<file path="config.mk">
export PLATFORM = sky130hd
export DESIGN_NAME = uart_receiver
export DESIGN_NICKNAME = d
export VERILOG_FILES = /design/src/rtl/uart_pkg.sv /design/src/rtl/uart_rx_sync.sv /design/src/rtl/uart_receiver.sv
export SDC_FILE = /design/constraint.sdc
export NUM_CORES = 1
export LEC_CHECK = 0
export BUFFER_PORTS_ARGS = -buffer_cell sky130_fd_sc_hd__clkbuf_2
export CAP_MARGIN = 25
export CORE_ASPECT_RATIO = 1.5
export CORE_MARGIN = 2
export CORE_UTILIZATION = 50
export DETAILED_ROUTE_END_ITERATION = 12
export MAX_ROUTING_LAYER = met4
export PLACE_DENSITY = 0.82
export SYNTH_ARGS = -nofsm -noshare
export SYNTH_HDL_FRONTEND = slang
export SYNTH_SLANG_ARGS = --single-unit
</file>
<file path="constraint.sdc">
create_clock -name i_clk_in -period 2.02 [get_ports i_clk_in]
set_input_delay 0.202 -clock i_clk_in [delete_from_list [all_inputs] [get_ports i_clk_in]]
set_output_delay 0.202 -clock i_clk_in [all_outputs]
set_load 0.02 [all_outputs]
</file>
<file path="src/rtl/uart_pkg.sv">
// uart_pkg
//   Definitions shared by the UART receiver and transmitter: the frame-format
//   defaults and the 2-bit FSM state encodings. Both ends of the link use the
//   same encodings.
//   No ports (package).
package uart_pkg;

  localparam int UART_DATA_BITS   = 8;
  localparam int UART_OVERSAMPLE  = 16;
  localparam int UART_SYNC_STAGES = 2;

  typedef logic [1:0] uart_state_t;

  localparam logic [1:0] IDLE  = 2'd0;
  localparam logic [1:0] START = 2'd1;
  localparam logic [1:0] DATA  = 2'd2;
  localparam logic [1:0] STOP  = 2'd3;

endpackage

</file>
<file path="src/rtl/uart_rx_sync.sv">
// uart_rx_sync
//   Brings the asynchronous serial line into the i_clk_in domain through a
//   chain of SYNC_STAGES flops. The chain resets to 1 (line idle) so that a
//   reset never looks like a start bit.
// Ports
//   i_clk_in  in   system clock
//   i_rst     in   synchronous, active-high reset
//   i_rx_in   in   asynchronous serial line
//   o_rxs     out  synchronized line (SYNC_STAGES cycles of latency)
module uart_rx_sync
  import uart_pkg::*;
#(
  parameter int SYNC_STAGES = UART_SYNC_STAGES
) (
  input  logic i_clk_in,
  input  logic i_rst,
  input  logic i_rx_in,
  output logic o_rxs
);

  logic [SYNC_STAGES-1:0] r_sync;

  always_ff @(posedge i_clk_in) begin
    if (i_rst) begin
      r_sync <= '1;
    end else begin
      r_sync <= {r_sync[SYNC_STAGES-2:0], i_rx_in};
    end
  end

  assign o_rxs = r_sync[SYNC_STAGES-1];

endmodule

</file>
<file path="src/rtl/uart_receiver.sv">
// uart_receiver
//   8N1 UART receiver, LSB first, oversampled by OVERSAMPLE ticks of the
//   i_clk_baud enable per bit. Each good byte is delivered with a one-cycle
//   o_rx_valid pulse; a frame whose stop bit reads 0 gives a one-cycle
//   o_frame_error pulse and leaves o_rx_data untouched.
// Ports
//   i_clk_in       in   system clock
//   i_rst          in   synchronous, active-high reset
//   i_clk_baud     in   one-cycle tick enable at OVERSAMPLE x baud rate
//   i_rx_in        in   asynchronous serial line, idle high
//   o_rx_data      out  last good byte, held until the next good frame
//   o_rx_valid     out  one-cycle pulse: o_rx_data updated
//   o_frame_error  out  one-cycle pulse: stop bit sampled low
//   o_busy         out  high while a frame is being received
module uart_receiver
  import uart_pkg::*;
#(
  parameter int DATA_BITS   = UART_DATA_BITS,
  parameter int OVERSAMPLE  = UART_OVERSAMPLE,
  parameter int SYNC_STAGES = UART_SYNC_STAGES
) (
  input  logic                 i_clk_in,
  input  logic                 i_rst,
  input  logic                 i_clk_baud,
  input  logic                 i_rx_in,
  output logic [DATA_BITS-1:0] o_rx_data,
  output logic                 o_rx_valid,
  output logic                 o_frame_error,
  output logic                 o_busy
);

  localparam int TICK_W = $clog2(OVERSAMPLE);
  localparam int BIT_W  = $clog2(DATA_BITS);

  // Start bit is re-checked half a bit after the falling edge; every later
  // sample is one full bit further on, so all samples land mid-bit.
  localparam logic [TICK_W-1:0] MID_TICK  = TICK_W'(OVERSAMPLE/2 - 1);
  localparam logic [TICK_W-1:0] LAST_TICK = TICK_W'(OVERSAMPLE - 1);
  localparam logic [BIT_W-1:0]  LAST_BIT  = BIT_W'(DATA_BITS - 1);

  logic                 w_rxs;

  uart_state_t          r_state;
  logic [TICK_W-1:0]    r_tick;
  logic [BIT_W-1:0]     r_bit;
  logic [DATA_BITS-1:0] r_shift;
  logic [DATA_BITS-1:0] r_rx_data;
  logic                 r_rx_valid;
  logic                 r_frame_error;
  logic                 r_armed;

  uart_state_t          w_state_next;
  logic [TICK_W-1:0]    w_tick_next;
  logic [BIT_W-1:0]     w_bit_next;
  logic [DATA_BITS-1:0] w_shift_next;
  logic [DATA_BITS-1:0] w_rx_data_next;
  logic                 w_rx_valid_next;
  logic                 w_frame_error_next;
  logic                 w_armed_next;

  uart_rx_sync #(
    .SYNC_STAGES (SYNC_STAGES)
  ) u_sync (
    .i_clk_in (i_clk_in),
    .i_rst    (i_rst),
    .i_rx_in  (i_rx_in),
    .o_rxs    (w_rxs)
  );

  always_comb begin
    w_state_next       = r_state;
    w_tick_next        = r_tick;
    w_bit_next         = r_bit;
    w_shift_next       = r_shift;
    w_rx_data_next     = r_rx_data;
    w_armed_next       = r_armed;
    // Output strobes fall back to 0 every cycle, tick or not.
    w_rx_valid_next    = 1'b0;
    w_frame_error_next = 1'b0;

    if (i_clk_baud) begin
      case (r_state)
        IDLE: begin
          // A start edge is only honoured once the line has been seen high,
          // so a held-low line (break) cannot retrigger frames.
          if (w_rxs) begin
            w_armed_next = 1'b1;
          end else if (r_armed) begin
            w_state_next = START;
            w_tick_next  = '0;
          end
        end

        START: begin
          if (r_tick == MID_TICK) begin
            w_tick_next = '0;
            if (!w_rxs) begin
              w_state_next = DATA;
              w_bit_next   = '0;
            end else begin
              // Glitch shorter than half a bit: drop it silently.
              w_state_next = IDLE;
            end
          end else begin
            w_tick_next = r_tick + 1'b1;
          end
        end

        DATA: begin
          if (r_tick == LAST_TICK) begin
            w_tick_next  = '0;
            w_shift_next = {w_rxs, r_shift[DATA_BITS-1:1]};
            if (r_bit == LAST_BIT) begin
              w_state_next = STOP;
            end else begin
              w_bit_next = r_bit + 1'b1;
            end
          end else begin
            w_tick_next = r_tick + 1'b1;
          end
        end

        STOP: begin
          if (r_tick == LAST_TICK) begin
            // Return to IDLE at mid stop bit so a start bit that follows
            // immediately is still caught at its falling edge.
            w_tick_next  = '0;
            w_bit_next   = '0;
            w_state_next = IDLE;
            if (w_rxs) begin
              w_rx_data_next  = r_shift;
              w_rx_valid_next = 1'b1;
            end else begin
              w_frame_error_next = 1'b1;
              w_armed_next       = 1'b0;
            end
          end else begin
            w_tick_next = r_tick + 1'b1;
          end
        end

        default: begin
          w_state_next = IDLE;
          w_tick_next  = '0;
          w_bit_next   = '0;
        end
      endcase
    end
  end

  always_ff @(posedge i_clk_in) begin
    if (i_rst) begin
      r_state       <= IDLE;
      r_tick        <= '0;
      r_bit         <= '0;
      r_shift       <= '0;
      r_rx_data     <= '0;
      r_rx_valid    <= 1'b0;
      r_frame_error <= 1'b0;
      r_armed       <= 1'b0;
    end else begin
      r_state       <= w_state_next;
      r_tick        <= w_tick_next;
      r_bit         <= w_bit_next;
      r_shift       <= w_shift_next;
      r_rx_data     <= w_rx_data_next;
      r_rx_valid    <= w_rx_valid_next;
      r_frame_error <= w_frame_error_next;
      r_armed       <= w_armed_next;
    end
  end

  assign o_rx_data     = r_rx_data;
  assign o_rx_valid    = r_rx_valid;
  assign o_frame_error = r_frame_error;
  assign o_busy        = (r_state != IDLE);

endmodule
</file>
Word level (Yosys, flattened, before mapping). Index checks and enable logic that the tools add are counted.

Bits in registers: 30. Bits of input ports: 4. Output and inout bits: 11. Word-level logic and storage cells: 67.

Add/sub/neg operators: 2. Equal/unequal tests: 16. Multiplexer cells: 25. Bitwise logic cells: 3. Reductions and logical operators: 12.

Operator list (count): $ne A2 B2 Y1 const B (9); $mux W4 (4); $mux W3 (5); $mux W2 (7); $reduce_and A7 Y1 (2); $pmux W4 S3 (1); $pmux W3 S3 (1); $pmux W2 S4 (1); $reduce_and A3 Y1 (2); $mux W1 (5); $reduce_and A5 Y1 (1); $add A4 B1 Y4 const B (1); $eq A2 B2 Y1 const B (2); $eq A4 B3 Y1 const B (1); $eq A4 B4 Y1 const B (1); $reduce_and A4 Y1 (1); $reduce_bool A2 Y1 (2); $reduce_or A4 Y1 (1); $add A3 B1 Y3 const B (1); $eq A3 B3 Y1 const B (1); $not A1 Y1 (3); $reduce_bool A3 Y1 (1); $eq A2 B1 Y1 const B (1); $logic_not A2 Y1 (1); 3 further kinds (3).

Logic depth before layout (Yosys ltp).
Depth after elaboration: 4. Gate-level depth with buffers: 7. Mapped depth without buffers: 6.

Hierarchy. A second synthesis with hierarchy kept.

Cell total of the unflattened synthesis: 130. Area total of the unflattened synthesis: 1273.7 um^2.

Modules (own cells, without submodules): uart_receiver (instances 1, cells each 126, area an instance 1221.2 um^2, sequential area each 560.5 um^2); uart_rx_sync (instances 1, cells each 4, area an instance 52.6 um^2, sequential area each 40.0 um^2).

Least setup slack after synthesis. OpenSTA, ideal clock, no wires.

Path type: flip-flop to flip-flop. Start point: register r_tick[0]. End point: register r_tick[3]. Setup time: 0.074 ns. Arrival: 1.813 ns. Required time: 1.946 ns. Slack: 0.133 ns. Cell stages (with the launch flop): 7. Buffers on the path: 1. Period minus slack after synthesis: 1.887 ns. Cells stage by stage: dfxtp_1 > ha_1 > and4_1 > clkbuf_2 > a311o_1 > or4_1 > a31oi_1.

Cells in the longest elaborated chain, start to end: 3. Elaborated cells between the ends (all ways): 6.

Ends and longest elaborated chain: start, declared (RTL line uart_receiver.sv:44) `logic [TICK_W-1:0] r_tick;`; start signal, assigned (RTL line uart_receiver.sv:163) `r_tick <= w_tick_next;`; $add A4 B1 Y4, or another cell as far along (RTL line uart_receiver.sv:105, uart_receiver.sv:119, uart_receiver.sv:138); $mux W4, on equally long branches (RTL line uart_receiver.sv:110, uart_receiver.sv:124, uart_receiver.sv:95); $pmux W4 S3 * (RTL line uart_receiver.sv:82) `case (r_state)`.

Every way passes the cells marked *; elsewhere a longest branch is shown, timed or not. A chain may end at the register's enable or synchronous reset.

Worst setup path after layout. Same ends and word-level chain as after synthesis.

==> results.cfg <==
[power]
p_per_area_nw_per_um2 = 685
power.leakage_nw = 0.592
power_uw = 960
peakVddDrop_mv = 0.509

[clock_network]
holdBufCountCts = 0
clk_latency_ns = 0.34
clock-sinks = 30
cts_max_level = 2
postCtsSetupBuffers = 0
cts_made_buffers = 5
clk_pin_slew_ns = 0.10
cts_tree = built
clockRootBuffer = clkbuf_4
max-clock-path-buffers = 2
cts_resized = 0

[die]
die_w_um = 44.6
ios = 15
rows = 22
die_h_um = 64.9
core_um2 = 2390
die_area_um2 = 2890
start_util = 0.516

[yosys]
synth_nets = 136
syn_area_per_cell_um2 = 9.58
yosys_warnings = 0
synthCells = 129
syn_area_um2 = 1240
ys_ff_latch = 30
synth-seq-area-share = 0.486
ys_types = 30

[timing]
finalCritPeriodShare = 0.925
fmax_ghz = 0.535
fin_skew_ns = 0.0172
whs_ns = 0.0403
fin_setup_tns_ns = 0
hold_viol_final = 0
rsz0062_at_grt = false
period_needed_ns = 1.87
setup_slack_ns = 0.151
slew_headroom = 0.655
finalMaxSlewViolations = 0
finalSetupViolations = 0
worst_pin_slew_ns = 0.514

[route]
route.met2.wl_mm = 1.31
routed_via_density = 5.72
met3_length_um = 140
met1_length_um = 945
drc = 0
drt_iter0_markers = 24
top_layer_used = met4
first_pass_iters = 4
final_antenna_net_count = 0
wl_per_cell_um = 14.5
wl_mm = 2.51
vias = 990

[setup_path]
crit_path_max_incr_delay_ns = 0.50
cp-end-kind = flip-flop
startpoint_type = flip-flop
critical-path-slowest-cell = or4_1
crit_chain = ha_1 > and4_1 > a311o_1 > or4_1 > a31oi_1
required_ns = 2.30
crit_fanout = 6
arrival_ns = 2.15
critPathKind = reg -> reg

[final_layout]
fin_nets = 156
final_cell_mix = 30 x dfxtp_1, 21 x nor2_1, 19 x mux2i_1, 14 x clkbuf_2
layout_commonest_cell = dfxtp_1
antennaDiodeCount = 0
post_route_cells_drive_above_1_share = 0.188
syn_to_final_growth_pct = 13.4

[global_route]
grt_pass1_vias = 960
antenna_found_initial = 0
grt_max_degree = 19
grt_pass1_wl_mm = 4.16
globalRouteOverflowTotal = 0
grtUsageTotal = 0.211

[place]
dpl_worst_slack_ns = 0.0644
place_hpwl_mm = 1.80
place_congestion = 0.784
port_buffers = 14

[run_status]
status = finished, final reports clean

[run]
maxCapViolCount = 0

[hold_path]
hold_path.class = in -> reg
## routing by layer
metal | GRT usage | up-vias
met5 | - | -
met4 | 0.189 | 0
met3 | 0.0529 | 9
met2 | 0.332 | 33
met1 | 0.204 | 458
li1 | - | 490
## worst paths after layout
| path | from | end | slack, ns | depth (start not counted) |
|---|---|---|---|---|
| worst max-delay path | r_tick[0]$_SDFFE_PP0P_ | r_tick[3]$_SDFFE_PP0P_ | 0.15 | 5 |
| worst min-delay path | i_rx_in | u_sync.r_sync[0]$_SDFF_PP1_ | 0.04 | 2 |
| worst max register to register | r_tick[0]$_SDFFE_PP0P_ | r_tick[3]$_SDFFE_PP0P_ | 0.15 | 5 |
| worst min register to register | u_sync.r_sync[0]$_SDFF_PP1_ | u_sync.r_sync[1]$_SDFF_PP1_ | 0.42 | 1 |
## cell families (layout without fill, tap and decap cells)
family / after synthesis / after routing / share of synthesized area
AND/OR/NAND/NOR: 54 / 54 / 0.228
flip-flops: 30 / 30 / 0.486
multiplexers: 19 / 19 / 0.154
AO/OA/AOI/OAI: 15 / 15 / 0.0749
buffers and inverters: 8 / 28 / 0.0273
adder cells (fa/ha/maj): 3 / 3 / 0.0304
## power breakdown
| part | leakage (nW) | total [mW] | internal [mW] | switching [mW] |
|---|---|---|---|---|
| logic | 0.325 | 0.0335 | 0.0131 | 0.0204 |
| registers | 0.242 | 0.600 | 0.595 | 0.00440 |
| clock network | 0.0254 | 0.326 | 0.131 | 0.196 |
| total | 0.592 | 0.960 | 0.739 | 0.220 |
## state kept, by name, indices dropped and copies added (netlist names), named ones only
signal         cells
r_bit              3
u_sync.r_sync      2
r_shift            8
o_rx_valid         1
o_frame_error      1
r_armed            1
o_rx_data          8
r_tick             4
r_state            1
## through the flow
stage,util,area (um2),instances
after detailed placement,0.564,1350,166
after CTS,0.583,1400,173
after global placement,0.564,1350,166
final,0.585,1400,173
after global routing,0.585,1400,173
after floorplan,-,1240,129
## synthesized netlist by cell type
cell type | count | area (um2)
dfxtp_1 | 30 | 601
nor2_1 | 21 | 78.8
mux2i_1 | 19 | 190
a21oi_1 | 6 | 30.0
nand2_1 | 6 | 22.5
nand2b_1 | 5 | 31.3
clkbuf_1 | 4 | 15.0
nand3_1 | 4 | 20.0
ha_1 | 3 | 37.5
nor2b_1 | 3 | 18.8
nor3b_1 | 3 | 22.5
o21ai_0 | 3 | 15.0
buf_2 | 2 | 10.0
nor3_1 | 2 | 10.0
or2_2 | 2 | 12.5
or4_1 | 2 | 15.0
a22o_1 | 1 | 8.76
a311o_1 | 1 | 10.0
a311oi_1 | 1 | 8.76
a31oi_1 | 1 | 6.26
a32oi_1 | 1 | 8.76
and3b_1 | 1 | 8.76
and4_1 | 1 | 8.76
clkbuf_2 | 1 | 5.00
inv_1 | 1 | 3.75
nand3b_1 | 1 | 7.51
nand4_1 | 1 | 6.26
nand4b_1 | 1 | 8.76
o21ai_1 | 1 | 5.00
or4b_1 | 1 | 10.0
## final cells by class
class / count / area (um2)
Fill cell: 201 / 993
Sequential cell: 30 / 601
Timing Repair Buffer: 20 / 115
Inverter: 1 / 3.75
Tap cell: 24 / 30.0
Clock buffer: 7 / 45.0
Multi-Input combinational cell: 91 / 607
## worst max-delay path, delay by kind of cell, from the launching register on
family | cells | cell delay, ns
AO/OA/AOI/OAI | 2 | 0.49
adder cells (fa/ha/maj) | 1 | 0.22
flip-flops | 1 | 0.34
AND/OR/NAND/NOR | 2 | 0.77
Note: power is estimated with default switching activity, not from simulation.
